### config.mk
export PLATFORM = sky130hd
export DESIGN_NAME = div_seq_flat
export DESIGN_NICKNAME = d
export VERILOG_FILES = /design/src/rtl/div_seq_if.sv /design/src/rtl/div_seq.sv /design/src/flat_wrapper.sv
export SDC_FILE = /design/constraint.sdc
export NUM_CORES = 1
export LEC_CHECK = 0
export ABC_AREA = 0
export CAP_MARGIN = 0
export CORE_UTILIZATION = 53
export CTS_BUF_LIST = sky130_fd_sc_hd__clkbuf_4 sky130_fd_sc_hd__clkbuf_8 sky130_fd_sc_hd__clkbuf_16
export CTS_CLUSTER_DIAMETER = 80
export DETAILED_ROUTE_END_ITERATION = 16
export GPL_ROUTABILITY_DRIVEN = 1
export HOLD_SLACK_MARGIN = 0.02
export PLACE_DENSITY = 0.88
export SYNTH_ARGS = -nofsm -noshare
export SYNTH_HDL_FRONTEND = slang
export SYNTH_SLANG_ARGS = --single-unit
### constraint.sdc
create_clock -name clk -period 5.1 [get_ports clk]
set_input_delay 1.02 -clock clk [delete_from_list [all_inputs] [get_ports clk]]
set_output_delay 1.02 -clock clk [all_outputs]
set_load 0.05 [all_outputs]
### src/rtl/div_seq_if.sv
// ---------------------------------------------------------------------------
// div_seq_if
//   Request/result bundle between the execute stage (master) and the
//   iterative divider (slave).
//
//   Handshake semantics (both channels): a transfer happens in a cycle where
//   valid and ready are both 1 at the rising clock edge. The request channel
//   is div_req_valid/div_req_ready with div_signed/div_src1/div_src2 as
//   payload. The result channel is div_res_valid/div_res_ready with
//   div_quot/div_rem as payload. The result payload is held stable while
//   div_res_valid is 1 and not yet taken. div_cancel is a sideband flush that
//   overrides both channels. div_busy reports an accepted, unconsumed
//   operation.
//
//   Signals
//     div_req_valid  master->slave  request present
//     div_req_ready  slave->master  request can be accepted this cycle
//     div_signed     master->slave  1 = DIV, 0 = DIVU
//     div_src1       master->slave  dividend
//     div_src2       master->slave  divisor
//     div_cancel     master->slave  pipeline flush
//     div_res_valid  slave->master  quotient/remainder valid
//     div_res_ready  master->slave  consumer takes the result
//     div_quot       slave->master  quotient
//     div_rem        slave->master  remainder
//     div_busy       slave->master  operation in flight or result pending
// ---------------------------------------------------------------------------
interface div_seq_if #(
    parameter int DW = 32
);
    logic          div_req_valid;
    logic          div_req_ready;
    logic          div_signed;
    logic [DW-1:0] div_src1;
    logic [DW-1:0] div_src2;
    logic          div_cancel;
    logic          div_res_valid;
    logic          div_res_ready;
    logic [DW-1:0] div_quot;
    logic [DW-1:0] div_rem;
    logic          div_busy;

    modport master (
        output div_req_valid, div_signed, div_src1, div_src2, div_cancel, div_res_ready,
        input  div_req_ready, div_res_valid, div_quot, div_rem, div_busy
    );

    modport slave (
        input  div_req_valid, div_signed, div_src1, div_src2, div_cancel, div_res_ready,
        output div_req_ready, div_res_valid, div_quot, div_rem, div_busy
    );
endinterface

### src/rtl/div_seq.sv
// ---------------------------------------------------------------------------
// div_seq
//   Iterative radix-2 restoring divider for DIV/DIVU. One quotient bit per
//   cycle, MSB first, DW compute cycles per operation. Signed operands are
//   converted to magnitudes at accept and the signs are reapplied when the
//   result is registered, so outputs are stable for as long as they are valid.
//
//   Ports
//     clk          in   core clock
//     reset        in   synchronous, active-high reset
//     bus          slave side of div_seq_if (request, result, cancel, busy)
//     dbg_state_o  out  current sequencer state (IDLE=0, CALC=1, DONE=2)
//
//   Sequencer: IDLE -> CALC (DW cycles) -> DONE -> IDLE.
//   Request-to-result latency is DW+1 cycles. Cancel returns to IDLE from
//   CALC or DONE and blocks acceptance while in IDLE.
// ---------------------------------------------------------------------------
module div_seq #(
    parameter int DW = 32
) (
    input  logic       clk,
    input  logic       reset,
    div_seq_if.slave   bus,
    output logic [1:0] dbg_state_o
);
    localparam int CW = $clog2(DW) + 1;

    typedef enum logic [1:0] {
        IDLE = 2'd0,
        CALC = 2'd1,
        DONE = 2'd2
    } state_e;

    state_e        state_q, state_d;
    logic [CW-1:0] cnt_q, cnt_d;
    logic          s1_q, s1_d;
    logic          s2_q, s2_d;
    logic          dz_q, dz_d;
    logic [DW-1:0] dvd_q, dvd_d;     // dividend magnitude; quotient bits shift in at the LSB
    logic [DW-1:0] dvs_q, dvs_d;     // divisor magnitude
    logic [DW-1:0] prem_q, prem_d;   // partial remainder
    logic [DW-1:0] src1_q, src1_d;   // original dividend, returned on divide-by-zero
    logic [DW-1:0] quot_q, quot_d;
    logic [DW-1:0] rem_q, rem_d;

    logic          accept;
    logic          sgn1, sgn2;
    logic [DW:0]   rem_sh;
    logic [DW+1:0] trial;
    logic          qbit;
    logic [DW-1:0] rem_step;
    logic [DW-1:0] quot_step;
    logic          last;

    assign bus.div_req_ready = (state_q == IDLE) && !bus.div_cancel;
    assign accept            = bus.div_req_valid && bus.div_req_ready;

    assign sgn1 = bus.div_signed & bus.div_src1[DW-1];
    assign sgn2 = bus.div_signed & bus.div_src2[DW-1];

    // The shifted remainder keeps the bit that leaves the top of prem_q: with a
    // divisor above 2^(DW-1) the partial remainder can have its MSB set, and
    // dropping it would under-estimate the trial. One further bit holds the
    // borrow, so trial[DW+1] is the sign of the subtraction.
    assign rem_sh    = {prem_q, dvd_q[DW-1]};
    assign trial     = {1'b0, rem_sh} - {2'b00, dvs_q};
    assign qbit      = ~trial[DW+1];
    // On a failed trial rem_sh is below the divisor, so its top bit is zero.
    assign rem_step  = qbit ? trial[DW-1:0] : rem_sh[DW-1:0];
    assign quot_step = {dvd_q[DW-2:0], qbit};
    assign last      = (cnt_q == CW'(DW - 1));

    always_comb begin
        state_d = state_q;
        cnt_d   = cnt_q;
        s1_d    = s1_q;
        s2_d    = s2_q;
        dz_d    = dz_q;
        dvd_d   = dvd_q;
        dvs_d   = dvs_q;
        prem_d  = prem_q;
        src1_d  = src1_q;
        quot_d  = quot_q;
        rem_d   = rem_q;

        unique case (state_q)
            IDLE: begin
                if (accept) begin
                    s1_d    = sgn1;
                    s2_d    = sgn2;
                    dvd_d   = sgn1 ? -bus.div_src1 : bus.div_src1;
                    dvs_d   = sgn2 ? -bus.div_src2 : bus.div_src2;
                    dz_d    = (bus.div_src2 == '0);
                    src1_d  = bus.div_src1;
                    prem_d  = '0;
                    cnt_d   = '0;
                    state_d = CALC;
                end
            end
            CALC: begin
                if (bus.div_cancel) begin
                    state_d = IDLE;
                end else begin
                    dvd_d  = quot_step;
                    prem_d = rem_step;
                    cnt_d  = cnt_q + 1'b1;
                    if (last) begin
                        state_d = DONE;
                        // Sign fix-up happens here so DONE presents registered values.
                        if (dz_q) begin
                            quot_d = '1;
                            rem_d  = src1_q;
                        end else begin
                            quot_d = (s1_q ^ s2_q) ? -quot_step : quot_step;
                            rem_d  = s1_q ? -rem_step : rem_step;
                        end
                    end
                end
            end
            DONE: begin
                // Cancel and a consumer handshake both end the result; either way
                // it is not presented again.
                if (bus.div_cancel || bus.div_res_ready) begin
                    state_d = IDLE;
                end
            end
            default: begin
                state_d = IDLE;
            end
        endcase
    end

    always_ff @(posedge clk) begin
        if (reset) begin
            state_q <= IDLE;
            cnt_q   <= '0;
            s1_q    <= 1'b0;
            s2_q    <= 1'b0;
            dz_q    <= 1'b0;
            dvd_q   <= '0;
            dvs_q   <= '0;
            prem_q  <= '0;
            src1_q  <= '0;
            quot_q  <= '0;
            rem_q   <= '0;
        end else begin
            state_q <= state_d;
            cnt_q   <= cnt_d;
            s1_q    <= s1_d;
            s2_q    <= s2_d;
            dz_q    <= dz_d;
            dvd_q   <= dvd_d;
            dvs_q   <= dvs_d;
            prem_q  <= prem_d;
            src1_q  <= src1_d;
            quot_q  <= quot_d;
            rem_q   <= rem_d;
        end
    end

    // Status outputs decode registered state only.
    assign bus.div_res_valid = (state_q == DONE);
    assign bus.div_busy      = (state_q != IDLE);
    assign bus.div_quot      = quot_q;
    assign bus.div_rem       = rem_q;
    assign dbg_state_o       = state_q;

endmodule

### src/flat_wrapper.sv
// flat-port wrapper written by rule: the top's interface ports become plain ports
module div_seq_flat 
#(
    parameter int DW = 32
)
  (clk, reset, dbg_state_o, bus_div_req_valid, bus_div_signed, bus_div_src1, bus_div_src2, bus_div_cancel, bus_div_res_ready, bus_div_req_ready, bus_div_res_valid, bus_div_quot, bus_div_rem, bus_div_busy);
  div_seq_if #(.DW(DW)) bus_i ();
  input  logic clk;
  input  logic reset;
  output logic [1:0] dbg_state_o;
  input wire logic [$bits(bus_i.div_req_valid)-1:0] bus_div_req_valid;
  input wire logic [$bits(bus_i.div_signed)-1:0] bus_div_signed;
  input wire logic [$bits(bus_i.div_src1)-1:0] bus_div_src1;
  input wire logic [$bits(bus_i.div_src2)-1:0] bus_div_src2;
  input wire logic [$bits(bus_i.div_cancel)-1:0] bus_div_cancel;
  input wire logic [$bits(bus_i.div_res_ready)-1:0] bus_div_res_ready;
  output wire logic [$bits(bus_i.div_req_ready)-1:0] bus_div_req_ready;
  output wire logic [$bits(bus_i.div_res_valid)-1:0] bus_div_res_valid;
  output wire logic [$bits(bus_i.div_quot)-1:0] bus_div_quot;
  output wire logic [$bits(bus_i.div_rem)-1:0] bus_div_rem;
  output wire logic [$bits(bus_i.div_busy)-1:0] bus_div_busy;
  assign bus_i.div_req_valid = bus_div_req_valid;
  assign bus_i.div_signed = bus_div_signed;
  assign bus_i.div_src1 = bus_div_src1;
  assign bus_i.div_src2 = bus_div_src2;
  assign bus_i.div_cancel = bus_div_cancel;
  assign bus_i.div_res_ready = bus_div_res_ready;
  assign bus_div_req_ready = bus_i.div_req_ready;
  assign bus_div_res_valid = bus_i.div_res_valid;
  assign bus_div_quot = bus_i.div_quot;
  assign bus_div_rem = bus_i.div_rem;
  assign bus_div_busy = bus_i.div_busy;
  div_seq #(.DW(DW)) u_core (.clk(clk), .reset(reset), .bus(bus_i), .dbg_state_o(dbg_state_o));
endmodule
# == Word-level counts from Yosys, hierarchy flattened ==
# Index checks and enable logic that the tools add are counted.
# word_totals
regBits,203
inputBits,70
out_inout_bits,69
wordCells,62
# classes
addsub,6
n_eq_ne,7
n_mux,21
n_bitwise,5
n_reduce_logical,12
# ops
op,count
two-way mux 32 bit,11
negation 32 bit,4
case mux 32 bit (2 select lines),2
subtractor 33 x 32 -> 34 bit,1
logical NOT 32 bit,1
two-way mux 6 bit,2
case mux 6 bit (2 select lines),1
AND reduction 3 bit,3
two-way mux 2 bit,4
adder 6 x 1 -> 6 bit (second input constant),1
equality test 6 x 5 -> 1 bit (second input constant),1
case mux 2 bit (3 select lines),1
!= test 2 x 1 -> 1 bit (second input constant),2
nonzero test 2 bit,2
!= test 3 x 2 -> 1 bit (second input constant),1
AND 1 bit,2
equality test 2 x 1 -> 1 bit (second input constant),1
equality test 2 bit (second input constant),1
logical AND 1 bit,2
logical NOT 2 bit,1
!= test 2 bit (second input constant),1
NOT 1 bit,2
AND reduction 2 bit,1
logical NOT 1 bit,1
2 further kinds,2

# == Longest topological paths before layout ==
# Gate-level depths: netlist of the first run.
# depth
ltp_word,5
mapped_depth,24
ltp_nobuf,20

# == Worst setup path before layout of the first run ==
# OpenSTA, ideal clock, no wires.
# synth_path
path_type,reg2reg
start,register u_core.prem_q[5]
end,register u_core.rem_q[24] (netlist: u_core.bus.div_rem[24])
setup_time_ns,0.086
arrival_time_ns,5.008
t_required_ns,5.014
setup_slack_ns,0.007
stages_incl_launch_ff,20
n_path_buf,3
period_less_slack_ns,5.093
cell_sequence,dfxtp_1 ha_1 a21oi_2 o21ai_1 a21o_1 o311ai_4 nand2_4 buf_2 clkbuf_1 buf_2 o21ai_0 ha_1 nand2_1 nor3_1 or4b_2 o31ai_1 nand2_1 o41ai_2 xnor2_1 a211oi_1
# synth_via
elab_chain_len,5
# synth_rtl
element,line_no,rtl
"start, declared",div_seq.sv:41,"logic [DW-1:0] prem_q, prem_d;"
"start signal, assigned",div_seq.sv:154,prem_q <= prem_d;
subtractor 33 x 32 -> 34 bit,div_seq.sv:66,"assign trial = {1'b0, rem_sh} - {2'b00, dvs_q};"
two-way mux 32 bit (*),div_seq.sv:69,assign rem_step = qbit ? trial[DW-1:0] : rem_sh[DW-1:0];
negation 32 bit,div_seq.sv:115,rem_d = s1_q ? -rem_step : rem_step;
two-way mux 32 bit (*),div_seq.sv:115,
two-way mux 32 bit (*),div_seq.sv:110,if (dz_q) begin
"end signal, assigned",div_seq.sv:157,rem_q <= rem_d;
"end, declared",div_seq.sv:44,"logic [DW-1:0] rem_q, rem_d;"
# Every way passes the cells marked *; elsewhere a longest branch is shown, timed or not.
# A chain may end at the register's enable or synchronous reset.

# == Worst setup path after layout of the first run ==
# layout_path
start,register u_core.prem_q[3]
end,register u_core.rem_q[25] (netlist: u_core.bus.div_rem[25])
# The elaborated chain is that of the path after synthesis.

==> flow_metrics.env, run 1 <==
export IMPL_status="complete, no violations"
export IMPL_areaGrowthSynthToFinish_pct=19.0
export IMPL_p_int_w=0.00325
export IMPL_leakage_nw=6.08
export IMPL_setup_viol=0
export IMPL_ys_types=93
export IMPL_switching_share_pct=30.5
export IMPL_rows=57
export IMPL_grtUsageTotal_pct=33.2
export IMPL_clockBufferDepth=3
export IMPL_power_frac_comb_pct=22.5
export IMPL_hold_viol_final=0
export IMPL_vias=14588
export IMPL_final_nets=2032
export IMPL_drv_cap=0
export IMPL_synth_top_cell_area_share_pct=30.2
export IMPL_cp_data_required_time_ns=5.47
export IMPL_holdBufCountCts=0
export IMPL_final_antenna_net_count=0
export IMPL_start_util_pct=54.8
export IMPL_first_pass_iters=6
export IMPL_drc=0
export IMPL_power_density_nw_per_um2=291
export IMPL_cts_tree="built"
export IMPL_fp_dieH_um=161
export IMPL_dieArea_um2=26100
export IMPL_avgSynthCellArea_um2=7.32
export IMPL_seqPwrFrac_pct=36.2
export IMPL_hpwl_um=31600
export IMPL_cp_startpoint="u_core.prem_q[3]"
export IMPL_yosysSeqAreaShare_pct=30.2
export IMPL_worstMarginPinSlew_ns=1.25
export IMPL_seq_area_um2=4060
export IMPL_via_per_inst=6.44
export IMPL_yosys_top_cells_area="dfxtp_1 30%, a21oi_1 7.4%, nor2_1 6.6%"
export IMPL_rr_startpoint="u_core.prem_q[3]"
export IMPL_antennaDiodeCount=0
export IMPL_rrSetupSlack_ns=0.33
export IMPL_worstPathArrival_ns=5.14
export IMPL_multi_input_comb_area_um2=8770
export IMPL_p_clk_share_pct=41.2
export IMPL_end_kind="flip-flop"
export IMPL_fillers=2099
export IMPL_drt_wl_total_um=44000
export IMPL_p_switching_w=0.00142
export IMPL_cts_sinks=203
export IMPL_grt_setup_unrepaired="false"
export IMPL_clk_pin_slew_ns=0.06
export IMPL_io_pin_count=139
export IMPL_hp_class="reg -> reg"
export IMPL_drv_slew=0
export IMPL_post_drt_wl_per_cell_um=19.4
export IMPL_start_kind="flip-flop"
export IMPL_place_port_buffers=138
export IMPL_antenna_found_initial=0
export IMPL_cts_buffers=24
export IMPL_ir_worst_vdd_mv=0.284
export IMPL_min_delay_start="u_core.src1_q[19]"
export IMPL_final_cell_mix="234 x nor2_1, 218 x nand2_1, 203 x dfxtp_1"
export IMPL_finalCritPeriodShare_pct=93.5
export IMPL_layoutNonFillerInstCount=2265
export IMPL_clock_fmax_mhz=210
export IMPL_synth_edff_count=0
export IMPL_dp_cells=2222
export IMPL_grt_remaining_overflow=0
export IMPL_grt_pass1_wl_um=70600
export IMPL_ys_ff_latch=203
export IMPL_cp_max_fo=8
export IMPL_post_route_cells_drive_above_1_share_pct=6.39
export IMPL_coreArea_um2=24600
export IMPL_synthesis_nets=1948
export IMPL_grt_max_degree=87
export IMPL_die_x_um=161
export IMPL_critical_path_class="reg -> reg"
export IMPL_gp_congestion=0.969
export IMPL_synth_cells=1840
export IMPL_grt_pass1_vias=13524
export IMPL_root_buffer="clkbuf_16"
export IMPL_drt_iter0_markers=1715
export IMPL_cts_max_level=1
export IMPL_yosys_warnings=0
export IMPL_clock_latency_ns=0.52
export IMPL_synth_top_flop_cell="dfxtp_1"
export IMPL_layout_commonest_cell="nor2_1"
export IMPL_yosys_area_top_type="dfxtp_1"
export IMPL_setup_tns_ns=0
export IMPL_skew_ns=0.0133
export IMPL_max_slew_margin_rel_pct=16.4
export IMPL_async_flop_share_pct=0
export IMPL_syn_area_um2=13500
export IMPL_period_minus_slack_ns=4.77
==> layout make-up <==
type	count	area share (%)
Timing Repair Buffer	176	10.5
Inverter	59	1.38
Clock inverter	14	1.42
Clock buffer	29	4.13
Tap cell	324	2.53
Multi-Input combinational cell	1460	54.7
Sequential cell	203	25.3
==> layer usage <==
metal,vias to the layer above,track usage (%),part of all wire [%]
met1,6896,43.9,42
met2,742,54.1,46
met4,0,11.1,3.0
li1,6842,-,-
met5,-,0,0
met3,108,6.29,9.6
==> kinds of logic after synthesis <==
kind of cell / synth area share (%)
compound gates: 28.2
xor+xnor: 7.34
mux: 1.67
flops: 30.2
buf+inv: 5.11
simple gates: 23.9
fa+ha+maj: 3.58
==> registers in the layout, summed over array words and instances, names as in the netlist, 2 cells and up <==
register             flops
u_core.bus.div_quot     32
u_core.bus.div_rem      32
u_core.cnt_q             6
u_core.dbg_state_o       2
u_core.dvd_q            32
u_core.dvs_q            32
u_core.prem_q           32
u_core.src1_q           32
==> power groups by stage <==
stage | logic (W) | clock network, W | registers [W]
floorplan | 0.000703 | 0 | 0.00171
global placement | 0.000988 | 0 | 0.00172
detailed placement | 0.00101 | 0 | 0.00172
CTS | 0.00102 | 0.00194 | 0.00169
global route | 0.00115 | 0.00200 | 0.00170
finish | 0.00105 | 0.00193 | 0.00169
==> synth_stat cells, types with 5 or more instances <==
cell type	instances
o21a_1	9
o21ai_0	121
o41ai_1	12
buf_2	15
and2_1	15
nand3_1	38
nor3_1	52
a22oi_1	17
and4_1	5
o31a_1	6
or3_1	30
nor3b_1	6
buf_1	5
mux2i_1	18
xor2_1	57
o31ai_1	21
a211oi_1	63
xnor2_1	56
clkbuf_1	96
nand2b_1	8
nor4_1	17
nand4_1	14
a21o_1	15
nor2_1	236
nand3b_1	6
dfxtp_1	203
and3_1	8
ha_1	37
a31oi_1	23
or4_1	17
inv_1	56
a21oi_1	198
nand2_1	218
a311oi_1	17
o211ai_1	20
==> critical path, stage by stage (launching register included) <==
cell	delay [ns]
dfxtp_1	0.42
ha_1	0.44
o211ai_1	0.15
a21oi_1	0.39
o21ai_0	0.41
a2111oi_0	0.90
o31a_1	0.20
o31a_1	0.38
nand4_1	0.38
or3_1	0.45
o41ai_1	0.37
o41ai_1	0.12
==> per-stage QoR <==
step                      hold WS (ns)  total power (W)  instance area, um^2  utilization [%]  worst slack, ns
after CTS                        0.458          0.00464                16000             65.1            0.317
after global routing             0.477          0.00484                16000             65.2           0.0313
after global placement           0.443          0.00271                15100             61.5            0.451
final                            0.457          0.00467                16000             65.2            0.331
after detailed placement         0.448          0.00273                15100             61.5            0.327
after floorplan                  0.431          0.00241                13500                -          0.00686
==> final timing paths <==
path,depth (start not counted),endpoint
setup / recovery,11,u_core.bus.div_rem[25]
hold / removal,2,u_core.src1_q[19]
setup reg to reg,11,u_core.bus.div_rem[25]
hold reg to reg,2,u_core.src1_q[19]
==> timing repair <==
| item | 4_1_cts | 5_1_grt |
|---|---|---|
| setup endpoints to repair | 0 | 9 |
| gates resized for setup | 0 | 7 |
| setup buffers | 0 | 0 |
Note: power is estimated with default switching activity, not from simulation.
==> run 2, diff against run 1 <==
Settings changed: CORE_MARGIN from default to 2.
==> run 2 against run 1 <==
  * Core utilization decreased by 1.7 points
  * Fmax is 2.5% higher
  * First-iteration DRC count down 19%
  * Routed wire length down 0.95%
  * Die area rose by 2.5%
  * Sequential cell count unchanged
  * Largest power group unchanged
  * Highest routed layer unchanged
==> flow_metrics.env, run 2 (synthesis results as in run 1) <==
export IMPL_drv_cap=0
export IMPL_setup_tns_ns=0
export IMPL_holdBufCountCts=0
export IMPL_clk_pin_slew_ns=0.06
export IMPL_layout_commonest_cell="nor2_1"
export IMPL_finalCritPeriodShare_pct=91.2
export IMPL_start_kind="flip-flop"
export IMPL_layoutNonFillerInstCount=2270
export IMPL_setup_viol=0
export IMPL_skew_ns=0.0110
export IMPL_post_route_cells_drive_above_1_share_pct=6.29
export IMPL_end_kind="flip-flop"
export IMPL_power_density_nw_per_um2=283
export IMPL_drc=0
export IMPL_hold_viol_final=0
export IMPL_first_pass_iters=6
export IMPL_cp_data_required_time_ns=5.53
export IMPL_worstMarginPinSlew_ns=1.21
export IMPL_clockBufferDepth=3
export IMPL_grt_pass1_vias=13399
export IMPL_fillers=2197
export IMPL_fp_dieH_um=163
export IMPL_leakage_nw=6.03
export IMPL_cp_max_fo=8
export IMPL_gp_congestion=1.00
export IMPL_ir_worst_vdd_mv=0.250
export IMPL_root_buffer="clkbuf_16"
export IMPL_cts_setup_buffers=0
export IMPL_critPathCapture="u_core.bus.div_rem[24]"
export IMPL_period_minus_slack_ns=4.65
export IMPL_place_port_buffers=138
export IMPL_io_pin_count=139
export IMPL_cts_buffers=23
export IMPL_grt_remaining_overflow=0
export IMPL_clock_latency_ns=0.52
export IMPL_antenna_found_initial=1
export IMPL_via_per_inst=6.37
export IMPL_hp_class="reg -> reg"
export IMPL_rr_startpoint="u_core.dvs_q[25]"
export IMPL_cts_max_level=1
export IMPL_vias=14461
export IMPL_grt_max_degree=68
export IMPL_max_slew_margin_rel_pct=19.5
export IMPL_grtUsageTotal_pct=31.8
export IMPL_cp_startpoint="u_core.dvs_q[25]"
export IMPL_start_util_pct=53.7
export IMPL_cts_sinks=203
export IMPL_clock_fmax_mhz=215
export IMPL_grt_pass1_wl_um=69200
export IMPL_dieArea_um2=26700
export IMPL_status="complete, no violations"
export IMPL_critical_path_class="reg -> reg"
export IMPL_reg2reg_to="u_core.bus.div_rem[24]"
export IMPL_drv_slew=0
export IMPL_hpwl_um=32200
export IMPL_ff2ff_path_depth=18
export IMPL_drt_iter0_markers=1385
export IMPL_rows=58
export IMPL_worstPathArrival_ns=5.08
export IMPL_grt_setup_unrepaired="false"
export IMPL_final_nets=2034
export IMPL_cts_tree="built"
export IMPL_drt_wl_total_um=43600
export IMPL_rrSetupSlack_ns=0.45
export IMPL_areaGrowthSynthToFinish_pct=18.3
export IMPL_final_cell_mix="234 x nor2_1, 218 x nand2_1, 203 x dfxtp_1"
export IMPL_die_x_um=163
export IMPL_dp_cells=2231
export IMPL_final_antenna_net_count=0
export IMPL_coreArea_um2=25100
export IMPL_post_drt_wl_per_cell_um=19.2
## run 2: changes by cell type in the layout (fill, tap and decap cells not counted), moves of 2 or more
cell,delta
buf_4,+5
clkinv_4,-2
clkinv_2,-3
clkbuf_16,-2
clkbuf_8,+2
bufinv_16,-2
buf_12,-2
## run 2: what timing repair did
item                                    CTS  global route
endpoints found under the setup margin    0             8
endpoints found under the hold margin     0             0
resized for setup                         0             6
## run 2: worst min path at each step
stage	startpoint	to	slack, ns	cells after the start
2_1_floorplan	u_core.src1_q[1]	u_core.src1_q[1]	0.43	2
3_3_place_gp	u_core.src1_q[31]	u_core.src1_q[31]	0.44	2
3_5_place_dp	u_core.src1_q[29]	u_core.src1_q[29]	0.45	2
4_1_cts	u_core.src1_q[24]	u_core.src1_q[24]	0.46	2
5_1_grt	u_core.src1_q[12]	u_core.src1_q[12]	0.48	2
6_report	u_core.src1_q[20]	u_core.src1_q[20]	0.46	2
## run 2: power breakdown
part | switching (W) | internal, W | total (W)
Clock | 0.000684 | 0.00108 | 0.00177
Sequential | 0.0000521 | 0.00164 | 0.00169
Combinational | 0.000671 | 0.000379 | 0.00105
Total | 0.00141 | 0.00310 | 0.00451
## run 2: layout make-up
class	count	area (um^2)	share of cell area, %
multi-input combinational	1460	8770	55.0
sequential	203	4060	25.5
timing repair buffer	179	1690	10.6
clock buffer	29	639	4.01
tap	330	413	2.59
inverter	59	221	1.39
clock inverter	9	151	0.950
antenna	1	2.50	0.0157
## run 2: metrics by stage
| stage | total power [W] | worst slack [ns] | hold WS, ns | utilization (%) | cell area, um^2 |
|---|---|---|---|---|---|
| floorplan | 0.00241 | 0.00686 | 0.431 | - | 13500 |
| global placement | 0.00271 | 0.469 | 0.443 | 60.3 | 15100 |
| detailed placement | 0.00273 | 0.325 | 0.448 | 60.3 | 15100 |
| CTS | 0.00449 | 0.270 | 0.457 | 63.4 | 15900 |
| global route | 0.00467 | 0.0423 | 0.475 | 63.5 | 15900 |
| finish | 0.00451 | 0.448 | 0.456 | 63.5 | 15900 |
## run 2: critical path, stage by stage, from the launching register on
cell and delay [ns]:
dfxtp_1 0.34, inv_1 0.06, ha_1 0.43, and4_1 0.31
nand2_1 0.15, nor4_4 0.37, o311ai_4 0.19, nand2_4 0.13
nand2_1 0.05, o21ai_1 0.14, ha_1 0.26, nand2_1 0.08
nor3_1 0.19, or4b_2 0.67, o31ai_2 0.37, nand2_1 0.15
o41ai_2 0.33, xnor2_1 0.10, a211oi_1 0.24
## run 2: routing by layer
layer  wire length [um]  GRT usage (%)  vias up
met5                  0              0        -
met4               1570           12.1        0
met2              20200           52.4      735
met1              18200           42.4     6755
li1                   -              -     6850
met3               3620           4.34      121
==> run 3, diff against run 2 <==
Settings changed: ABC_AREA 0 to 1.
==> run 3 against run 2 <==
  * Die area up 2.9%
  * Critical path depth up 10
  * Sequential power about the same
  * Combinational power down 9%
  * Fmax up 4.6%
  * Register-to-register slack better by 0.21 ns
  * Via count up 6.3%
  * Highest routed layer is now met5
  * Critical endpoint is now u_core.bus.div_quot[30]
==> flow_metrics.env, run 3 <==
export IMPL_status="complete, no violations"
export IMPL_critical_path_class="reg -> reg"
export IMPL_ys_types=56
export IMPL_synth_common_cells="595 x nand2_1, 296 x inv_1, 243 x a21oi_1"
export IMPL_worstMarginPinSlew_ns=1.10
export IMPL_p_switching_w=0.00141
export IMPL_grt_pass1_vias=14171
export IMPL_ir_worst_vdd_mv=0.238
export IMPL_clock_latency_ns=0.54
export IMPL_synth_top_flop_cell="dfxtp_1"
export IMPL_cp_common_cell="nand2_1"
export IMPL_min_delay_start="u_core.src1_q[9]"
export IMPL_worst_path_buf_inv=5
export IMPL_power_frac_comb_pct=20.8
export IMPL_layout_setup_ws_ns=0.654
export IMPL_async_flop_share_pct=0
export IMPL_yosys_cell_count_top_type="nand2_1"
export IMPL_cts_max_level=1
export IMPL_cp_top_family="simple AND/OR/NAND/NOR gates"
export IMPL_worstPathArrival_ns=4.87
export IMPL_synthesis_nets=2360
export IMPL_syn_area_um2=13900
export IMPL_cts_buffers=24
export IMPL_root_buffer="clkbuf_16"
export IMPL_cts_sinks=203
export IMPL_layoutNonFillerInstCount=2691
export IMPL_hold_slack_ns=0.453
export IMPL_total_power_w=0.00457
export IMPL_critPathSlowestCell="dfxtp_1"
export IMPL_fillers=2382
export IMPL_finalCritPeriodShare_pct=87.2
export IMPL_cts_tree="built"
export IMPL_yosys_top_cells_area="dfxtp_1 29%, nand2_1 16%, a21oi_1 8.8%"
export IMPL_max_slew_margin_rel_pct=27.0
export IMPL_clockBufferDepth=3
export IMPL_synth_cells=2252
export IMPL_gp_congestion=1.08
export IMPL_grtUsageTotal_pct=31.3
export IMPL_cp_data_required_time_ns=5.53
export IMPL_io_pin_count=139
export IMPL_clk_pin_slew_ns=0.06
export IMPL_antenna_found_initial=1
export IMPL_rrSetupSlack_ns=0.65
export IMPL_leakage_nw=7.62
export IMPL_post_drt_wl_per_cell_um=16.7
export IMPL_drv_cap=0
export IMPL_areaGrowthSynthToFinish_pct=17.4
export IMPL_seqPwrFrac_pct=37.3
export IMPL_drt_iter0_markers=1632
export IMPL_grt_pass1_wl_um=72000
export IMPL_rows=59
export IMPL_setup_viol=0
export IMPL_synth_edff_count=0
export IMPL_yosysSeqAreaShare_pct=29.3
export IMPL_skew_ns=0.0193
export IMPL_ys_ff_latch=203
export IMPL_yosys_area_top_type="dfxtp_1"
export IMPL_holdBufCountCts=0
export IMPL_hold_path_end="u_core.src1_q[9]"
export IMPL_max_stage_delay_ns=0.33
export IMPL_min_path_cells=2
export IMPL_layout_commonest_cell="nand2_1"
export IMPL_drc=0
export IMPL_rr_startpoint="u_core.dvs_q[6]"
export IMPL_avgSynthCellArea_um2=6.16
export IMPL_drt_wl_total_um=44900
export IMPL_place_port_buffers=138
export IMPL_hpwl_um=33200
export IMPL_end_kind="flip-flop"
export IMPL_yosys_warnings=0
export IMPL_final_nets=2447
export IMPL_vias=15368
export IMPL_die_x_um=166
export IMPL_hold_viol_final=0
export IMPL_period_minus_slack_ns=4.45
export IMPL_grt_max_degree=88
export IMPL_grt_setup_unrepaired="false"
export IMPL_switching_share_pct=30.9
export IMPL_dp_slack_ns=0.673
export IMPL_synth_top_cell_area_share_pct=29.3
export IMPL_grt_remaining_overflow=0
export IMPL_power_density_nw_per_um2=281
export IMPL_drv_slew=0
export IMPL_final_cell_mix="594 x nand2_1, 295 x inv_1, 243 x a21oi_1"
export IMPL_dp_cells=2646
export IMPL_ff2ff_path_depth=28
export IMPL_setup_tns_ns=0
export IMPL_final_antenna_net_count=0
export IMPL_antennaDiodeCount=0
export IMPL_p_clk_share_pct=41.9
export IMPL_fp_dieH_um=166
export IMPL_clock_fmax_mhz=225
export IMPL_p_int_w=0.00316
export IMPL_start_kind="flip-flop"
export IMPL_first_pass_iters=7
export IMPL_start_util_pct=53.6
export IMPL_post_route_cells_drive_above_1_share_pct=6.66
export IMPL_coreArea_um2=25900
export IMPL_dieArea_um2=27500
export IMPL_cp_max_fo=16
export IMPL_via_per_inst=5.71
export IMPL_reg2reg_to="u_core.bus.div_quot[30]"
export IMPL_hp_class="reg -> reg"
-- run 3: cell types whose count changed in the layout (fill, tap and decap cells not counted), moves of 38 or more --
| cell | before | now |
|---|---|---|
| nand2_1 | 218 | 594 |
| a211oi_1 | 63 | 1 |
| a21oi_1 | 198 | 243 |
| nand3_1 | 38 | 121 |
| nor2_1 | 234 | 196 |
| inv_1 | 56 | 295 |
| o21ai_0 | 119 | 170 |
-- run 3: routing by layer --
layer	wire length, um	global-route usage (%)
met5	13	0
met4	2030	13.3
met3	4540	4.62
met2	19900	50.5
met1	18500	41.9
-- run 3: stage by stage --
| step | utilization [%] | cell area (um^2) |
|---|---|---|
| 3_5_place_dp | 59.4 | 15400 |
| 3_3_place_gp | 59.4 | 15400 |
| 5_1_grt | 62.9 | 16300 |
| 2_1_floorplan | - | 13900 |
| 6_report | 62.9 | 16300 |
| 4_1_cts | 62.8 | 16300 |
-- run 3: how the worst max path moves through the flow --
stage | from | end | slack [ns] | cells after the start
3_5_place_dp | u_core.dvs_q[19] | u_core.bus.div_quot[30] | 0.67 | 26
2_1_floorplan | u_core.dvs_q[19] | u_core.bus.div_quot[30] | 1.51 | 27
4_1_cts | u_core.dvs_q[19] | u_core.bus.div_quot[30] | 0.61 | 26
6_report | u_core.dvs_q[6] | u_core.bus.div_quot[30] | 0.65 | 28
3_3_place_gp | u_core.dvs_q[19] | u_core.bus.div_quot[30] | 0.75 | 26
5_1_grt | u_core.dvs_q[6] | u_core.bus.div_quot[30] | 0.04 | 28
-- run 3: layout make-up --
type / count / area, um^2 / share of cell area [%]
Clock buffer: 30 / 677 / 4.15
Clock inverter: 13 / 213 / 1.31
Inverter: 313 / 1180 / 7.22
Multi-Input combinational cell: 1640 / 8230 / 50.5
Sequential cell: 203 / 4060 / 24.9
Tap cell: 335 / 419 / 2.57
Timing Repair Buffer: 157 / 1520 / 9.32
-- run 3: logic make-up after synthesis --
family / synth area share, %
compound gates: 19.9
xor+xnor: 3.66
fa+ha+maj: 3.48
buf+inv: 11.6
flops: 29.3
simple gates: 32.2
-- run 3: worst reg2reg max path: cells and delay by family, from the launching register on --
family / cells / cell delay [ns]
AO/OA/AOI/OAI: 4 / 0.70
AND/OR/NAND/NOR: 16 / 2.06
buffers and inverters: 5 / 0.49
adder cells (fa/ha/maj): 2 / 0.58
XOR/XNOR: 1 / 0.18
flip-flops: 1 / 0.33
-- run 3: power by group through the flow --
stage               logic [W]  clock network, W  registers (W)
finish               0.000951           0.00191        0.00171
global route          0.00105           0.00198        0.00171
CTS                  0.000925           0.00193        0.00170
detailed placement   0.000918                 0        0.00174
global placement     0.000900                 0        0.00173
floorplan            0.000650                 0        0.00172
-- run 3: timing repair --
item	CTS	global route
setup endpoints to repair	0	1
gates resized for setup	0	1
buffers inserted	0	2
